===== src/rtl/pkg_graybin.sv =====
// Shared definitions for the async FIFO and the write-port arbiter in front of it.
package pkg_graybin;

    localparam int DATASIZE  = 8;
    localparam int ARB_CNT_W = 16;

    typedef enum logic {
        ARB_IDLE,
        ARB_BURST
    } arb_state_t;

endpackage


===== src/rtl/fifo_wr_arbiter_if.sv =====
// Requester valid/accept bundle plus FIFO write side (idata/wren/wr_full) for the arbiter.
interface fifo_wr_arbiter_if
    import pkg_graybin::*;
#(
    parameter int NREQ = 4
) ();

    logic [NREQ-1:0]          req;
    logic [NREQ*DATASIZE-1:0] req_data;
    logic [NREQ-1:0]          gnt;
    logic [DATASIZE-1:0]      idata;
    logic                     wren;
    logic                     wr_full;

    modport master (
        input  req, req_data, wr_full,
        output gnt, idata, wren
    );

    modport slave (
        output req, req_data, wr_full,
        input  gnt, idata, wren
    );

endinterface


===== src/rtl/fifo_wr_arbiter_rr_pick.sv =====
// Cyclic first-set search: lowest-distance active request at or after the pointer.
module rr_pick #(
    parameter int NREQ  = 4,
    parameter int IDX_W = $clog2(NREQ)
) (
    input  logic [NREQ-1:0]  req,
    input  logic [IDX_W-1:0] ptr,
    output logic [IDX_W-1:0] idx,
    output logic             valid
);

    logic [IDX_W-1:0] pos;

    // NOTE: every output gets a default before the loop so no path leaves it unassigned (no latch).
    always_comb begin
        idx   = '0;
        valid = 1'b0;
        pos   = '0;
        // Walk from the farthest candidate back to the pointer so the nearest hit wins.
        for (int k = NREQ - 1; k >= 0; k--) begin
            pos = IDX_W'((int'(ptr) + k) % NREQ);
            if (req[pos]) begin
                idx   = pos;
                valid = 1'b1;
            end
        end
    end

endmodule


===== src/rtl/fifo_wr_arbiter.sv =====
// Round-robin, burst-bounded arbiter sharing the FIFO write port among NREQ requesters.
// Optional per-requester saturating beat counters on port beat_cnt when ARB_STATS_EN is defined.
module fifo_wr_arbiter
    import pkg_graybin::*;
#(
    parameter int NREQ      = 4,
    parameter int MAX_BURST = 4
) (
    input  logic                      wclk,
    input  logic                      wrst,
    fifo_wr_arbiter_if.master         bus,
    output logic [$clog2(NREQ)-1:0]   owner
`ifdef ARB_STATS_EN
    ,
    output logic [NREQ*ARB_CNT_W-1:0] beat_cnt
`endif
);

    localparam int         IDX_W     = $clog2(NREQ);
    localparam logic [4:0] LAST_BEAT = 5'(MAX_BURST - 1);

    arb_state_t          state_q, state_d;
    logic [IDX_W-1:0]    owner_q, owner_d;
    logic [IDX_W-1:0]    ptr_q, ptr_d;
    logic [IDX_W-1:0]    pick_idx;
    logic                pick_valid;
    logic [4:0]          cnt_q, cnt_d;
    logic                hv_q;
    logic [DATASIZE-1:0] idata_q;
    logic [NREQ-1:0]     gnt_vec;
    logic                wren;
    logic                can_load;
    logic                any_gnt;
    logic [DATASIZE-1:0] slot [NREQ];

    rr_pick #(
        .NREQ (NREQ),
        .IDX_W(IDX_W)
    ) u_rr_pick (
        .req  (bus.req),
        .ptr  (ptr_q),
        .idx  (pick_idx),
        .valid(pick_valid)
    );

    // The holding stage drains whenever the FIFO has room; a new beat may refill it in the same cycle.
    assign wren      = hv_q & ~bus.wr_full;
    assign can_load  = ~hv_q | wren;
    assign bus.wren  = wren;
    assign bus.idata = idata_q;
    assign bus.gnt   = gnt_vec;
    assign owner     = owner_q;
    assign any_gnt   = |gnt_vec;

    always_comb begin
        for (int i = 0; i < NREQ; i++) begin
            slot[i] = bus.req_data[i*DATASIZE +: DATASIZE];
        end
    end

    always_comb begin
        gnt_vec = '0;
        if (state_q == ARB_BURST && can_load && bus.req[owner_q]) begin
            gnt_vec[owner_q] = 1'b1;
        end
    end

    always_comb begin
        state_d = state_q;
        owner_d = owner_q;
        ptr_d   = ptr_q;
        cnt_d   = cnt_q;
        case (state_q)
            ARB_IDLE: begin
                if (pick_valid) begin
                    owner_d = pick_idx;
                    cnt_d   = '0;
                    state_d = ARB_BURST;
                end
            end
            ARB_BURST: begin
                // A stalled FIFO withholds gnt, so the counter simply freezes.
                if (any_gnt) begin
                    cnt_d = cnt_q + 5'd1;
                end
                if (!bus.req[owner_q] || (any_gnt && cnt_q == LAST_BEAT)) begin
                    state_d = ARB_IDLE;
                    ptr_d   = (owner_q == IDX_W'(NREQ - 1)) ? '0 : owner_q + IDX_W'(1);
                end
            end
            default: state_d = ARB_IDLE;
        endcase
    end

    // NOTE: state registers use non-blocking assignments so every flop samples pre-edge values.
    always_ff @(posedge wclk or posedge wrst) begin
        if (wrst) begin
            state_q <= ARB_IDLE;
            owner_q <= '0;
            ptr_q   <= '0;
            cnt_q   <= '0;
        end else begin
            state_q <= state_d;
            owner_q <= owner_d;
            ptr_q   <= ptr_d;
            cnt_q   <= cnt_d;
        end
    end

    // A beat already granted but not yet written is dropped by reset.
    always_ff @(posedge wclk or posedge wrst) begin
        if (wrst) begin
            hv_q    <= 1'b0;
            idata_q <= '0;
        end else if (any_gnt) begin
            hv_q    <= 1'b1;
            idata_q <= slot[owner_q];
        end else if (wren) begin
            hv_q    <= 1'b0;
        end
    end

`ifdef ARB_STATS_EN
    logic [ARB_CNT_W-1:0] stat_q [NREQ];

    // NOTE: this array is a handful of architectural counters, not a RAM, so clearing it on reset is intended.
    always_ff @(posedge wclk or posedge wrst) begin
        if (wrst) begin
            for (int i = 0; i < NREQ; i++) begin
                stat_q[i] <= '0;
            end
        end else begin
            for (int i = 0; i < NREQ; i++) begin
                if (gnt_vec[i] && stat_q[i] != '1) begin
                    stat_q[i] <= stat_q[i] + ARB_CNT_W'(1);
                end
            end
        end
    end

    always_comb begin
        beat_cnt = '0;
        for (int i = 0; i < NREQ; i++) begin
            beat_cnt[i*ARB_CNT_W +: ARB_CNT_W] = stat_q[i];
        end
    end
`endif

endmodule

===== src/flat_wrapper.sv =====
// flat-port wrapper written by rule: the top's interface ports become plain ports
module fifo_wr_arbiter_flat import pkg_graybin::*;
#(
    parameter int NREQ      = 4,
    parameter int MAX_BURST = 4
)
  (wclk, wrst, owner, bus_req, bus_req_data, bus_wr_full, bus_gnt, bus_idata, bus_wren);
  fifo_wr_arbiter_if #(.NREQ(NREQ)) bus_i ();
  input  logic wclk;
  input  logic wrst;
  output logic [$clog2(NREQ)-1:0] owner;
  input wire logic [$bits(bus_i.req)-1:0] bus_req;
  input wire logic [$bits(bus_i.req_data)-1:0] bus_req_data;
  input wire logic [$bits(bus_i.wr_full)-1:0] bus_wr_full;
  output wire logic [$bits(bus_i.gnt)-1:0] bus_gnt;
  output wire logic [$bits(bus_i.idata)-1:0] bus_idata;
  output wire logic [$bits(bus_i.wren)-1:0] bus_wren;
  assign bus_i.req = bus_req;
  assign bus_i.req_data = bus_req_data;
  assign bus_i.wr_full = bus_wr_full;
  assign bus_gnt = bus_i.gnt;
  assign bus_idata = bus_i.idata;
  assign bus_wren = bus_i.wren;
  fifo_wr_arbiter #(.NREQ(NREQ), .MAX_BURST(MAX_BURST)) u_core (.wclk(wclk), .wrst(wrst), .bus(bus_i), .owner(owner));
endmodule

===== config.mk =====
export PLATFORM = sky130hd
export DESIGN_NAME = fifo_wr_arbiter_flat
export DESIGN_NICKNAME = d
export VERILOG_FILES = /design/src/rtl/pkg_graybin.sv /design/src/rtl/fifo_wr_arbiter_if.sv /design/src/rtl/fifo_wr_arbiter_rr_pick.sv /design/src/rtl/fifo_wr_arbiter.sv /design/src/flat_wrapper.sv
export SDC_FILE = /design/constraint.sdc
export NUM_CORES = 1
export LEC_CHECK = 0
export BUFFER_PORTS_ARGS = -buffer_cell sky130_fd_sc_hd__buf_2
export CORE_MARGIN = 2
export CORE_UTILIZATION = 46
export CTS_BUF_LIST = sky130_fd_sc_hd__clkbuf_4 sky130_fd_sc_hd__clkbuf_8 sky130_fd_sc_hd__clkbuf_16
export DETAILED_ROUTE_END_ITERATION = 16
export PLACE_DENSITY = 0.9
export SLEW_MARGIN = 0
export SYNTH_ARGS = -nofsm -noshare
export SYNTH_HDL_FRONTEND = slang
export SYNTH_SLANG_ARGS = --single-unit

===== constraint.sdc =====
create_clock -name wclk -period 2.7 [get_ports wclk]
set_input_delay 0.54 -clock wclk [delete_from_list [all_inputs] [get_ports wclk]]
set_output_delay 0.54 -clock wclk [all_outputs]
set_load 0.005 [all_outputs]

Yosys cells after proc, flatten, opt, wreduce, memory -nomap -nowiden
Cells that the tools add are included.
W data, S select, Z words.

storage, ports and cells
  register bits after elaboration = 19
  latch bits = 0
  RAM bits = 0
  bits in read-only memories = 0
  input port bits = 39
  output and inout port bits = 15
  logic and storage cells = 72
  memories kept = 0

cells by class
  add/sub/neg operators = 5
  multiply operators = 0
  divide/modulo/power cells = 0
  magnitude comparators = 7
  equality and inequality tests = 4
  shift-type cells = 0
  multiplexer cells = 33
  bitwise operators = 6
  reduce and logical (&&, ||, !) cells = 11

operators with widths
  cell                   count
  $bmux W8 S2            1
  $mux W8                2
  $lt A2 B3 Y1 const B   5
  $mux W1                14
  $bmux W1 S2            5
  $mux W2                5
  $mux W5                2
  $pmux W5 S2            1
  $reduce_and A2 Y1      3
  $add A5 B1 Y5 const B  1
  $eq A5 B2 Y1 const B   1
  $add A2 B1 Y2 const B  2
  $add A2 B2 Y2 const B  2
  $logic_and A1 B1 Y1    4
  $mux W4                1
  $reduce_or A4 Y1       1
  $ge A3 B3 Y1 const B   1
  $not A1 Y1             3
  $not A2 Y3             1
  $demux W1 S2           1
  $eq A2 B2 Y1 const B   1
  $ge A2 B1 Y1 const B   1
  $ne A2 B1 Y1 const B   1
  $ne A2 B2 Y1 const B   1
  other kinds (6)        6

Logic depth before layout (Yosys ltp)
Gate-level depths: netlist of run 1.

  word-level depth = 11
  gate-level depth with buffers = 8
  mapped depth without buffers = 6

By module
Synthesis of run 1 repeated with hierarchy kept, for this count alone.

second synthesis, totals
  cell total of the unflattened synthesis = 103
  area total of the unflattened synthesis = 1,247.4 um2

modules (own cells, without submodules)
  module           instances  cells an instance  area each (um2)  sequential area each (um2)
  fifo_wr_arbiter  1          90                 1,169.9          475.5
  rr_pick          1          13                 77.6             0.0

Least setup slack after synthesis of run 1
No wires, ideal clock.

  path kind = register -> register
  start = reg u_core.owner_q[0] (netlist: u_core.owner[0])
  end = reg u_core.ptr_q[0]
  arrival time = 2.188 ns
  setup slack = 0.388 ns
  cell stages (with the launch flop) = 8
  clock period less this slack = 2.312 ns
  cell sequence = dfrtp_1 -> buf_2 -> inv_1 -> ha_1 -> or4_4 -> and3_4 -> o21ai_2 -> mux2_2

between the ends
  cells in the longest elaborated chain, start to end = 9

RTL lines
  element                                                                    line                    source
  from (decl)                                                                fifo_wr_arbiter.sv:23   logic [IDX_W-1:0] owner_q, owner_d;
  from (signal assigned)                                                     fifo_wr_arbiter.sv:104  owner_q <= owner_d;
  $lt A2 B3 Y1 (not written as such) / $ge A2 B1 Y1 (equally long branches)  fifo_wr_arbiter.sv:64   gnt_vec[owner_q] = 1'b1;
  $logic_and A1 B1 Y1 (not written as such)                                  fifo_wr_arbiter.sv:64
  $mux W1 (not written as such)                                              fifo_wr_arbiter.sv:64
  $demux W1 S2                                                               --
  $mux W4                                                                    fifo_wr_arbiter.sv:63   if (state_q == ARB_BURST && can_load && bus.req[owner_q]) begin
  $reduce_or A4 Y1                                                           fifo_wr_arbiter.sv:53   assign any_gnt = |gnt_vec;
  $logic_and A1 B1 Y1                                                        fifo_wr_arbiter.sv:86   if (!bus.req[owner_q] || (any_gnt && cnt_q == LAST_BEAT)) begin
  $logic_or A1 B1 Y1                                                         fifo_wr_arbiter.sv:86
  $reduce_and A2 Y1 (no line)                                                --
  to (signal assigned)                                                       fifo_wr_arbiter.sv:105  ptr_q <= ptr_d;
  to (decl)                                                                  fifo_wr_arbiter.sv:24   logic [IDX_W-1:0] ptr_q, ptr_d;

Several ways; a longest one is shown, not always the timed one. The select of a mux whose other input is x is not followed.
A chain may end at the register's enable or synchronous reset.

Worst setup path after layout of run 1
  start = reg u_core.owner_q[1] (netlist: u_core.owner[1])
  end = out bus_gnt[3]

between the ends
  cells in the longest elaborated chain, start to end = 5

RTL lines
  element                                                                    line                   source
  $lt A2 B3 Y1 (not written as such) / $ge A2 B1 Y1 (equally long branches)  fifo_wr_arbiter.sv:64
  $logic_and A1 B1 Y1 (not written as such)                                  fifo_wr_arbiter.sv:64
  $mux W1 (not written as such)                                              fifo_wr_arbiter.sv:64
  $demux W1 S2                                                               --
  $mux W4 *                                                                  fifo_wr_arbiter.sv:63
  to (decl)                                                                  flat_wrapper.sv:15     output wire logic [$bits(bus_i.gnt)-1:0] bus_gnt;

Every way passes the cells marked *; elsewhere a longest branch is shown, timed or not. The select of a mux whose other input is x is not followed.

==> results of run 1 <==
[metal layers]
| layer | global-route usage | share of wire | vias to the layer above |
|---|---|---|---|
| met3 | 0.0437 | 0.073 | 7 |
| li1 | - | - | 472 |
| met1 | 0.235 | 0.38 | 506 |
| met2 | 0.357 | 0.52 | 47 |
| met4 | 0.121 | 0.023 | 0 |
| met5 | 0 | 0 | - |
[how the worst max path moves through the flow]
stage / start / endpoint / cells past startpoint
after floorplan: u_core.owner[0] / u_core.ptr_q[0] / 7
after global placement: u_core.owner[0] / u_core.ptr_q[1] / 6
after detailed placement: u_core.owner[0] / u_core.ptr_q[1] / 6
after CTS: u_core.owner[1] / bus_gnt[3] / 5
after global routing: u_core.owner[1] / bus_gnt[3] / 5
final: u_core.owner[1] / bus_gnt[3] / 5
[layout make-up]
cell class,count,area (sq um)
well taps,30,37.5
repair buffers,55,280
fillers,200,950
flip-flops and latches,19,475
inverters,9,33.8
clock buffers,3,22.5
clock inverters,1,5.00
multi-input cells,65,651
[stage by stage]
step                      setup slack (ns)   util  power [mW]  area (sq um)  instances
after global placement               0.497  0.602        1.27          1480        178
after floorplan                      0.388      -        1.06          1180         97
after global routing                 0.157  0.613        1.58          1510        182
final                                0.293  0.613        1.46          1510        182
after CTS                            0.280  0.613        1.47          1510        182
after detailed placement             0.420  0.602        1.32          1480        178
[layout by cell type, fill, tap and decap left out, types with 4 or more instances in the layout]
cell	synthesis	final
ha_1	5	5
buf_2	1	53
mux2_2	10	10
o21ai_0	4	4
nand3_1	4	4
o31ai_1	4	4
dfrtp_1	19	19
mux4_2	9	9
nand2_1	5	5
inv_1	9	9
[registers in the layout (all words and copies together) (netlist names)]
register,cells
u_core.hv_q,1
u_core.bus.idata,8
u_core.state_q,1
u_core.cnt_q,5
u_core.ptr_q,2
u_core.owner,2
[cell families after synthesis]
logic type / count (synthesis)
compound gates: 21
simple gates: 20
mux: 19
flops: 19
buf+inv: 13
fa+ha+maj: 5
[Yosys cell counts, drive strengths merged, types with 2 or more instances]
cell    number  share of area
nand2        5          0.016
inv          9          0.029
mux4         9           0.17
ha           5          0.053
and2         4          0.022
o22ai        2          0.011
a21oi        3          0.013
nand3        4          0.017
clkbuf       2         0.0064
buf          2          0.011
o31ai        4          0.025
o211ai       3          0.019
mux2        10          0.095
nor2         2         0.0064
o21ai        5          0.024
dfrtp       19           0.40
[critical path: stages, from the launching register on]
cell and delay, ns:
dfrtp_1 0.47, mux4_2 0.59, nand2_1 0.11, a21oi_1 0.07, and2_2 0.20, buf_2 0.12
[power groups by stage]
stage	clock [mW]	sequential (mW)	combinational, mW
global route	0.164	0.541	0.878
finish	0.149	0.525	0.782
detailed placement	0	0.530	0.791
floorplan	0	0.505	0.559
global placement	0	0.516	0.750
CTS	0.151	0.524	0.794
==> summary.md, run 1 <==
| Metric | Value |
|---|---|
| Hold Buf Count CTS | `0` |
| Total global routing overflow | `0` |
| Static leakage | `0.737 nW` |
| Tcrit/Tclk final | `0.891` |
| Post-Syn Area | `1180 sq um` |
| Reg2reg start | `u_core.owner[0]` |
| Final Max Tran Viols | `0` |
| Pre-antenna DRT Iters | `4` |
| Combinational family with the most area after synthesis | `multiplexers` |
| Synth Net Count | `141` |
| DIE WIDTH | `54.6 um` |
| Syn Area/Cell | `between 10 and 15 sq um` |
| Max Cap Viol | `0` |
| Num CTS Buffers | `3` |
| Ant diodes | `0` |
| Status | `complete, no violations` |
| Routability cong. | `between 0.8 and 0.9` |
| Clock share of power | `0.102` |
| R2r endpoint | `u_core.ptr_q[1]` |
| Initial antenna violation count | `0` |
| Reg-to-reg slack, setup | `0.41 ns` |
| Ratio of cells with drive above 1 in the final layout | `0.553` |
| Dpl hpwl | `2200 um` |
| Clock root cell | `clkbuf_4` |
| Vias in the first global route | `between 1000 and 1500` |
| Combinational share of power | `0.537` |
| Sum Neg Setup Slack | `0 ns` |
| RSZ-0062 raised after global routing | `no` |
| Ports | `54` |
| Bufs on Longest Clock Path | `2` |
| CTS clk-pin slew, worst paths | `0.11 ns` |
| Starting Density | `0.481` |
| CP required | `roughly 2.2 ns` |
| Sequential share of power | `0.361` |
| CORE AREA | `2450 sq um` |
| CTS tree | `yes` |
| Compound-cell area share of the yosys netlist | `0.120` |
| Post-synth EDFFs | `0` |
| Post-cts resize count | `0` |
| Netlist cell types | `28` |
| Fin. Hold Viols | `0` |
| Die Ht | `54.6 um` |
| Worst skew pair latency | `0.31 ns` |
| Type of origin of the critical path | `flip-flop` |
| FP Rows | `18` |
| VDD IR max | `0.000578 V` |
| Final net count | `197` |
| CP Capture Type | `primary output` |
| WL/cell | `approximately 15 um` |
| Seq/Total Area, Yosys | `0.403` |
| Post-Route Skew | `0.00244 ns` |
| Routed wire length | `2740 um` |
| Largest net degree at the start of global routing | `20` |
| Synth-to-layout area growth | `27.6%` |
| Ys async rst share | `1.00` |
| Kind of critical path | `flip-flop to primary output` |
| Crit path time final | `around 2.4 ns` |
| Top FF cell, synth | `dfrtp_1` |
| Synth Area in Adders | `0.0530` |
| Vias | `about 1000` |
| Setup bufs post-CTS | `0` |
| Critical Path AT | `approximately 1.9 ns` |
| First-pass GRT wire length | `approximately 4300 um` |
| Worst-Margin Slew | `0.696 ns` |
| Synth Register Bits | `19` |
| Drc violations | `0` |
| Worst hold slack | `0.322 ns` |
| Slew margin rel. | `0.535` |
| Post-Syn Instances | `97` |
| Full die area | `approximately 3000 sq um` |
| Yosys warnings | `0` |
| Simple-gate share of the synthesized area | `0.111` |
| Power per cell area | `between 900 and 1000 nW/um^2` |
| Crit Path Max Fanout | `6` |
| Reg2Reg Depth | `6` |
| # setup viols final | `0` |
| Hold/Removal Path Class | `primary input to asynchronous set/reset pin` |
| Fmax | `416 MHz` |
| Mux share of post-synthesis cell area | `0.267` |
| Psw | `0.563 mW` |
| GRT Overall Usage | `0.208` |
| Vias/cell | `5.67` |
| Post-DRT Antenna Nets | `0` |
| H-tree depth | `1` |
| Initial DRC Count | `26` |
| Synth Area in XOR/XNOR | `0` |
| Port Buffers | `53` |
| Pint | `0.892 mW` |
| CTS sink count | `19` |
| Switching share of power | `0.387` |
Power figures use the tool's default switching activity.
==> run 2, diff against run 1 <==
--- a/config.mk
+++ b/config.mk
@@ -6,6 +6,7 @@
 export NUM_CORES = 1
 export LEC_CHECK = 0
 export BUFFER_PORTS_ARGS = -buffer_cell sky130_fd_sc_hd__buf_2
+export CORE_ASPECT_RATIO = 0.8
 export CORE_MARGIN = 2
 export CORE_UTILIZATION = 46
 export CTS_BUF_LIST = sky130_fd_sc_hd__clkbuf_4 sky130_fd_sc_hd__clkbuf_8 sky130_fd_sc_hd__clkbuf_16
==> run 2 against run 1 <==
Compared with the run above:
- critical path depth is 1 higher
- cell count increased by 3.3%
- first-iteration DRC count is 3.8% higher
- flip-flop and latch count stayed put
- highest routed layer unchanged
==> summary.md, run 2 (synthesis gave the netlist of run 1 again) <==
| Metric | Value |
|---|---|
| CORE AREA | `2440 sq um (was 2450 sq um)` |
| First-pass GRT wire length | `4340 um (was 4330 um)` |
| Pre-antenna DRT Iters | `4 (unchanged)` |
| Port Buffers | `53 (unchanged)` |
| Crit Path Max Fanout | `9 (was 6)` |
| Hold/Removal Path Class | `primary input to asynchronous set/reset pin (unchanged)` |
| Starting Density | `0.483 (was 0.481)` |
| Seq. cell area | `477 sq um (was 475 sq um)` |
| Sum Neg Setup Slack | `0 ns (unchanged)` |
| # setup viols final | `0 (unchanged)` |
| CTS clk-pin slew, worst paths | `0.10 ns (was 0.11 ns)` |
| Vias in the first global route | `1066 (was 1057)` |
| Largest net degree at the start of global routing | `20 (unchanged)` |
| DIE WIDTH | `60.6 um (was 54.6 um)` |
| CP required | `2.16 ns (about the same)` |
| Commonest non-fill, non-tap cell in the layout | `buf_2 (unchanged)` |
| CTS sink count | `19 (unchanged)` |
| GRT Overall Usage | `0.198 (was 0.208)` |
| Routed wire length | `2890 um (was 2740 um)` |
| Reg2reg start | `u_core.owner[0] (unchanged)` |
| RSZ-0062 raised after global routing | `no (unchanged)` |
| Crit path time final | `2.48 ns (was 2.41 ns)` |
| CP Capture Type | `primary output (unchanged)` |
| Worst-Margin Slew | `0.723 ns (was 0.696 ns)` |
| Delay of the slowest critical-path stage | `0.51 ns (was 0.59 ns)` |
| Crit path max-delay family | `flip-flops (was multiplexers)` |
| Ports | `54 (unchanged)` |
| Post-Route Skew | `0.00199 ns (was 0.00244 ns)` |
| Static leakage | `0.736 nW (was 0.737 nW)` |
| CP max stage cell | `dfrtp_2 (was mux4_2)` |
| Initial DRC Count | `27 (was 26)` |
| Full die area | `2990 sq um (about the same)` |
| Post-DRT Antenna Nets | `0 (unchanged)` |
| Critical path origin | `u_core.owner[0] (was u_core.owner[1])` |
| Die Ht | `49.3 um (was 54.6 um)` |
| H-tree depth | `1 (unchanged)` |
| Fillcell total | `210 (was 200)` |
| Commonest cells after routing, fill and taps aside | `buf_2 (53), dfrtp_1 (18), mux2_2 (10) (was buf_2 (53), dfrtp_1 (19), mux2_2 (10))` |
| Synth-to-layout area growth | `28.5% (was 27.6%)` |
| Final Max Tran Viols | `0 (unchanged)` |
| Bufs on Longest Clock Path | `2 (unchanged)` |
| Power per cell area | `962 nW/um^2 (was 967 nW/um^2)` |
| Slew margin rel. | `0.517 (was 0.535)` |
| Status | `complete, no violations (unchanged)` |
| Worst skew pair latency | `0.30 ns (was 0.31 ns)` |
| Ant diodes | `0 (unchanged)` |
| Fin. Hold Viols | `0 (unchanged)` |
| VDD IR max | `0.000410 V (was 0.000578 V)` |
| FP Rows | `16 (was 18)` |
| WL/cell | `15.4 um (was 15.1 um)` |
| Drc violations | `0 (unchanged)` |
| Initial antenna violation count | `0 (unchanged)` |
| Type of origin of the critical path | `flip-flop (unchanged)` |
| Largest register FFs | `8 (unchanged)` |
| Fmax | `403 MHz (was 416 MHz)` |
| Crit path buf inv count | `2 (was 1)` |
| Max Cap Viol | `0 (unchanged)` |
| Hold Buf Count CTS | `0 (unchanged)` |
| Kind of critical path | `flip-flop to primary output (unchanged)` |
| Routability cong. | `0.748 (was 0.856)` |
| Final net count | `197 (unchanged)` |
| Critical Path, Cell by Cell | `buf_4 -> mux4_2 -> nand2_1 -> a21oi_1 -> and2_2 -> buf_2 (was mux4_2 -> nand2_1 -> a21oi_1 -> and2_2 -> buf_2)` |
| Total global routing overflow | `0 (unchanged)` |
| Multi-input logic area | `651 sq um (unchanged)` |
| Dpl hpwl | `2390 um (was 2200 um)` |
| Clock root cell | `clkbuf_4 (unchanged)` |
| Ratio of cells with drive above 1 in the final layout | `0.559 (was 0.553)` |
| Vias/cell | `5.56 (was 5.67)` |
| Tcrit/Tclk final | `0.919 (was 0.891)` |
| Num CTS Buffers | `3 (unchanged)` |
| Worst hold slack | `0.341 ns (was 0.322 ns)` |
| Critical Path AT | `1.94 ns (was 1.87 ns)` |
| Vias | `1046 (was 1032)` |
| CTS tree | `yes (unchanged)` |
-- run 2: cell types whose count changed in the layout (fill, tap and decap cells not counted) --
cell      previous run  this run
clkbuf_4             3         4
clkinv_2             1         0
dfrtp_1             19        18
dfrtp_2              0         1
-- run 2: final timing paths --
check / endpoint / cells after the start / slack, ns
max reg2reg: u_core.ptr_q[1] / 6 / 0.53
max: bus_gnt[3] / 6 / 0.22
max in group asynchronous: u_core.owner[0] / 2 / 1.86
min in group wclk: u_core.bus.idata[1] / 1 / 0.51
min reg2reg: u_core.bus.idata[1] / 1 / 0.51
min: u_core.bus.idata[5] / 2 / 0.34
-- run 2: cell type report --
| class | instances | share of cell area |
|---|---|---|
| clock buffer | 4 | 0.0198 |
| timing repair buffer | 55 | 0.185 |
| inverter | 9 | 0.0223 |
| multi-input combinational | 65 | 0.429 |
| tap | 36 | 0.0297 |
| sequential | 19 | 0.314 |
-- run 2: power by group --
group	switching [mW]	leakage, nW	internal, mW	total (mW)
sequential	0.127	0.234	0.408	0.535
combinational	0.340	0.484	0.429	0.769
clock	0.0874	0.0184	0.0677	0.155
total	0.555	0.736	0.904	1.46
-- run 2: through the flow --
| step | cells | cell area, sq um | worst slack, ns | power, mW | util |
|---|---|---|---|---|---|
| global route | 188 | 1520 | 0.0922 | 1.57 | 0.621 |
| CTS | 188 | 1520 | 0.0552 | 1.48 | 0.620 |
| floorplan | 97 | 1180 | 0.388 | 1.06 | - |
| finish | 188 | 1520 | 0.219 | 1.46 | 0.621 |
| detailed placement | 184 | 1490 | 0.392 | 1.32 | 0.608 |
| global placement | 184 | 1490 | 0.501 | 1.25 | 0.608 |
-- run 2: routing by layer --
layer / vias up / GRT usage / part of all wire
li1: 476 / - / -
met4: 0 / 0.0725 / 0.011
met1: 515 / 0.218 / 0.37
met2: 51 / 0.362 / 0.53
met3: 4 / 0.0424 / 0.088
met5: - / 0 / 0
-- run 2: timing repair --
action / in CTS / in global routing
endpoints found under the setup margin: 0 / 4
resized for setup: 0 / 1
setup buffers: 0 / 0
==> run 3, diff against run 2 <==
--- a/config.mk
+++ b/config.mk
@@ -11,6 +11,7 @@
 export CORE_UTILIZATION = 46
 export CTS_BUF_LIST = sky130_fd_sc_hd__clkbuf_4 sky130_fd_sc_hd__clkbuf_8 sky130_fd_sc_hd__clkbuf_16
 export DETAILED_ROUTE_END_ITERATION = 16
+export MAX_ROUTING_LAYER = met4
 export PLACE_DENSITY = 0.9
 export SLEW_MARGIN = 0
 export SYNTH_ARGS = -nofsm -noshare
==> run 3 against run 2 <==
Compared with the run above:
- critical path depth unchanged
- utilization unchanged
- hold slack about the same
- register-to-register slack about the same
- sequential share of layout area unchanged
- non-clock buffer count unchanged
- design area unchanged
- first-iteration DRC count decreased by 7.4%
- clock power about the same
- fmax about the same
- flip-flop and latch count unchanged
- count of clock-buffer cells in the layout unchanged
==> summary.md, run 3 (synthesis gave the netlist of run 1 again) <==
| Metric | Value |
|---|---|
| Ratio of cells with drive above 1 in the final layout | `0.559 (unchanged)` |
| Power per cell area | `963 nW/um^2 (was 962 nW/um^2)` |
| Largest register FFs | `8 (unchanged)` |
| Ports | `54 (unchanged)` |
| Starting Density | `0.483 (unchanged)` |
| Static leakage | `0.736 nW (unchanged)` |
| Sum Neg Setup Slack | `0 ns (unchanged)` |
| Pre-antenna DRT Iters | `4 (unchanged)` |
| GRT Overall Usage | `0.204 (was 0.198)` |
| Design Area, Final | `1520 sq um (unchanged)` |
| FP Rows | `16 (unchanged)` |
| Type of origin of the critical path | `flip-flop (unchanged)` |
| Fmax | `403 MHz (about the same)` |
| CTS tree | `yes (unchanged)` |
| Reg2Reg Depth | `6 (unchanged)` |
| Full die area | `2990 sq um (unchanged)` |
| Bufs on Longest Clock Path | `2 (unchanged)` |
| Dpl hpwl | `2390 um (unchanged)` |
| CP Capture Type | `primary output (unchanged)` |
| Tcrit/Tclk final | `0.919 (about the same)` |
| Final net count | `197 (unchanged)` |
| Fin. Hold Viols | `0 (unchanged)` |
| Vias | `1047 (was 1046)` |
| Worst-Margin Slew | `0.722 ns (was 0.723 ns)` |
| Crit path time final | `2.48 ns (about the same)` |
| Largest net degree at the start of global routing | `20 (unchanged)` |
| Power, Total | `1.46 mW (about the same)` |
| # setup viols final | `0 (unchanged)` |
| Hold/Removal Path Class | `primary input to asynchronous set/reset pin (unchanged)` |
| First-pass GRT wire length | `4350 um (was 4340 um)` |
| Port Buffers | `53 (unchanged)` |
| Max Cap Viol | `0 (unchanged)` |
| H-tree depth | `1 (unchanged)` |
| Clock root cell | `clkbuf_4 (unchanged)` |
| Num CTS Buffers | `3 (unchanged)` |
| Routability cong. | `0.758 (was 0.748)` |
| VDD IR max | `0.000411 V (was 0.000410 V)` |
| CORE AREA | `2440 sq um (unchanged)` |
| Post-Route Skew | `0.00329 ns (was 0.00199 ns)` |
| Vias/cell | `5.57 (was 5.56)` |
| Worst skew pair latency | `0.30 ns (about the same)` |
| Final core occ | `0.621 (unchanged)` |
| Commonest cells after routing, fill and taps aside | `buf_2 (53), dfrtp_1 (18), mux2_2 (10) (unchanged)` |
| Placed cell count | `184 (unchanged)` |
| Slew margin rel. | `0.518 (was 0.517)` |
| WL/cell | `15.5 um (was 15.4 um)` |
| CTS clk-pin slew, worst paths | `0.11 ns (was 0.10 ns)` |
| RSZ-0062 raised after global routing | `no (unchanged)` |
| Status | `complete, no violations (unchanged)` |
| Drc violations | `0 (unchanged)` |
| Finished Layout Cells | `188 (unchanged)` |
| Vias in the first global route | `1063 (was 1066)` |
| Critical Path AT | `1.94 ns (about the same)` |
| DIE WIDTH | `60.6 um (unchanged)` |
| Final Max Tran Viols | `0 (unchanged)` |
| Post-DRT Antenna Nets | `0 (unchanged)` |
| Ant diodes | `0 (unchanged)` |
| Initial antenna violation count | `0 (unchanged)` |
| Total global routing overflow | `0 (unchanged)` |
| Routed wire length | `2920 um (was 2890 um)` |
| Crit Path Max Fanout | `9 (unchanged)` |
| Hold Buf Count CTS | `0 (unchanged)` |
| Commonest non-fill, non-tap cell in the layout | `buf_2 (unchanged)` |
| CTS sink count | `19 (unchanged)` |
| Post-Place Cell Area | `1490 sq um (unchanged)` |
| CP required | `2.16 ns (about the same)` |
| Die Ht | `49.3 um (unchanged)` |
| Synth-to-layout area growth | `28.5% (unchanged)` |
| Initial DRC Count | `25 (was 27)` |
| Kind of critical path | `flip-flop to primary output (unchanged)` |
-- run 3: metrics by stage --
| step | setup slack, ns | hold WS (ns) |
|---|---|---|
| finish | 0.219 | 0.340 |
| global route | 0.0922 | 0.367 |
| detailed placement | 0.392 | 0.489 |
| floorplan | 0.388 | 0.453 |
| global placement | 0.501 | 0.474 |
| CTS | 0.0552 | 0.355 |
-- run 3: worst paths after layout --
path	end	slack, ns	startpoint
worst max-delay path	bus_gnt[3]	0.22	u_core.owner[0]
worst min-delay path	u_core.cnt_q[2]	0.34	wrst
worst max register to register	u_core.ptr_q[1]	0.53	u_core.owner[0]
worst min register to register	u_core.bus.idata[1]	0.51	u_core.bus.idata[1]
max in group asynchronous	u_core.owner[0]	1.86	wrst
min in group wclk	u_core.bus.idata[1]	0.51	u_core.bus.idata[1]
-- run 3: report_power, final --
part           switching (mW)  internal (mW)
registers               0.127          0.408
logic                   0.341          0.429
clock network          0.0890         0.0677
total                   0.557          0.904
-- run 3: layer usage --
layer / share of wire / vias to the layer above / GRT usage
met5: 0 / - / -
met4: 0.011 / 0 / 0.0725
met3: 0.087 / 4 / 0.0424
met2: 0.52 / 48 / 0.358
met1: 0.38 / 520 / 0.223
li1: - / 475 / -
-- run 3: worst max-delay path: stages, from the launching register on --
cell and delay, ns:
dfrtp_2 0.51, buf_4 0.23, mux4_2 0.38, nand2_1 0.12, a21oi_1 0.07, and2_2 0.21, buf_2 0.12
-- run 3: final cells by class --
type                    count  area [sq um]
fillers                   210           926
multi-input cells          65           651
flip-flops and latches     19           477
repair buffers             55           280
well taps                  36          45.0
inverters                   9          33.8
clock buffers               4          30.0
-- run 3: repair_timing --
action	4_1_cts	5_1_grt
buffers inserted	0	0
hold endpoints to repair	0	0
resized for setup	0	1
endpoints found under the setup margin	0	4
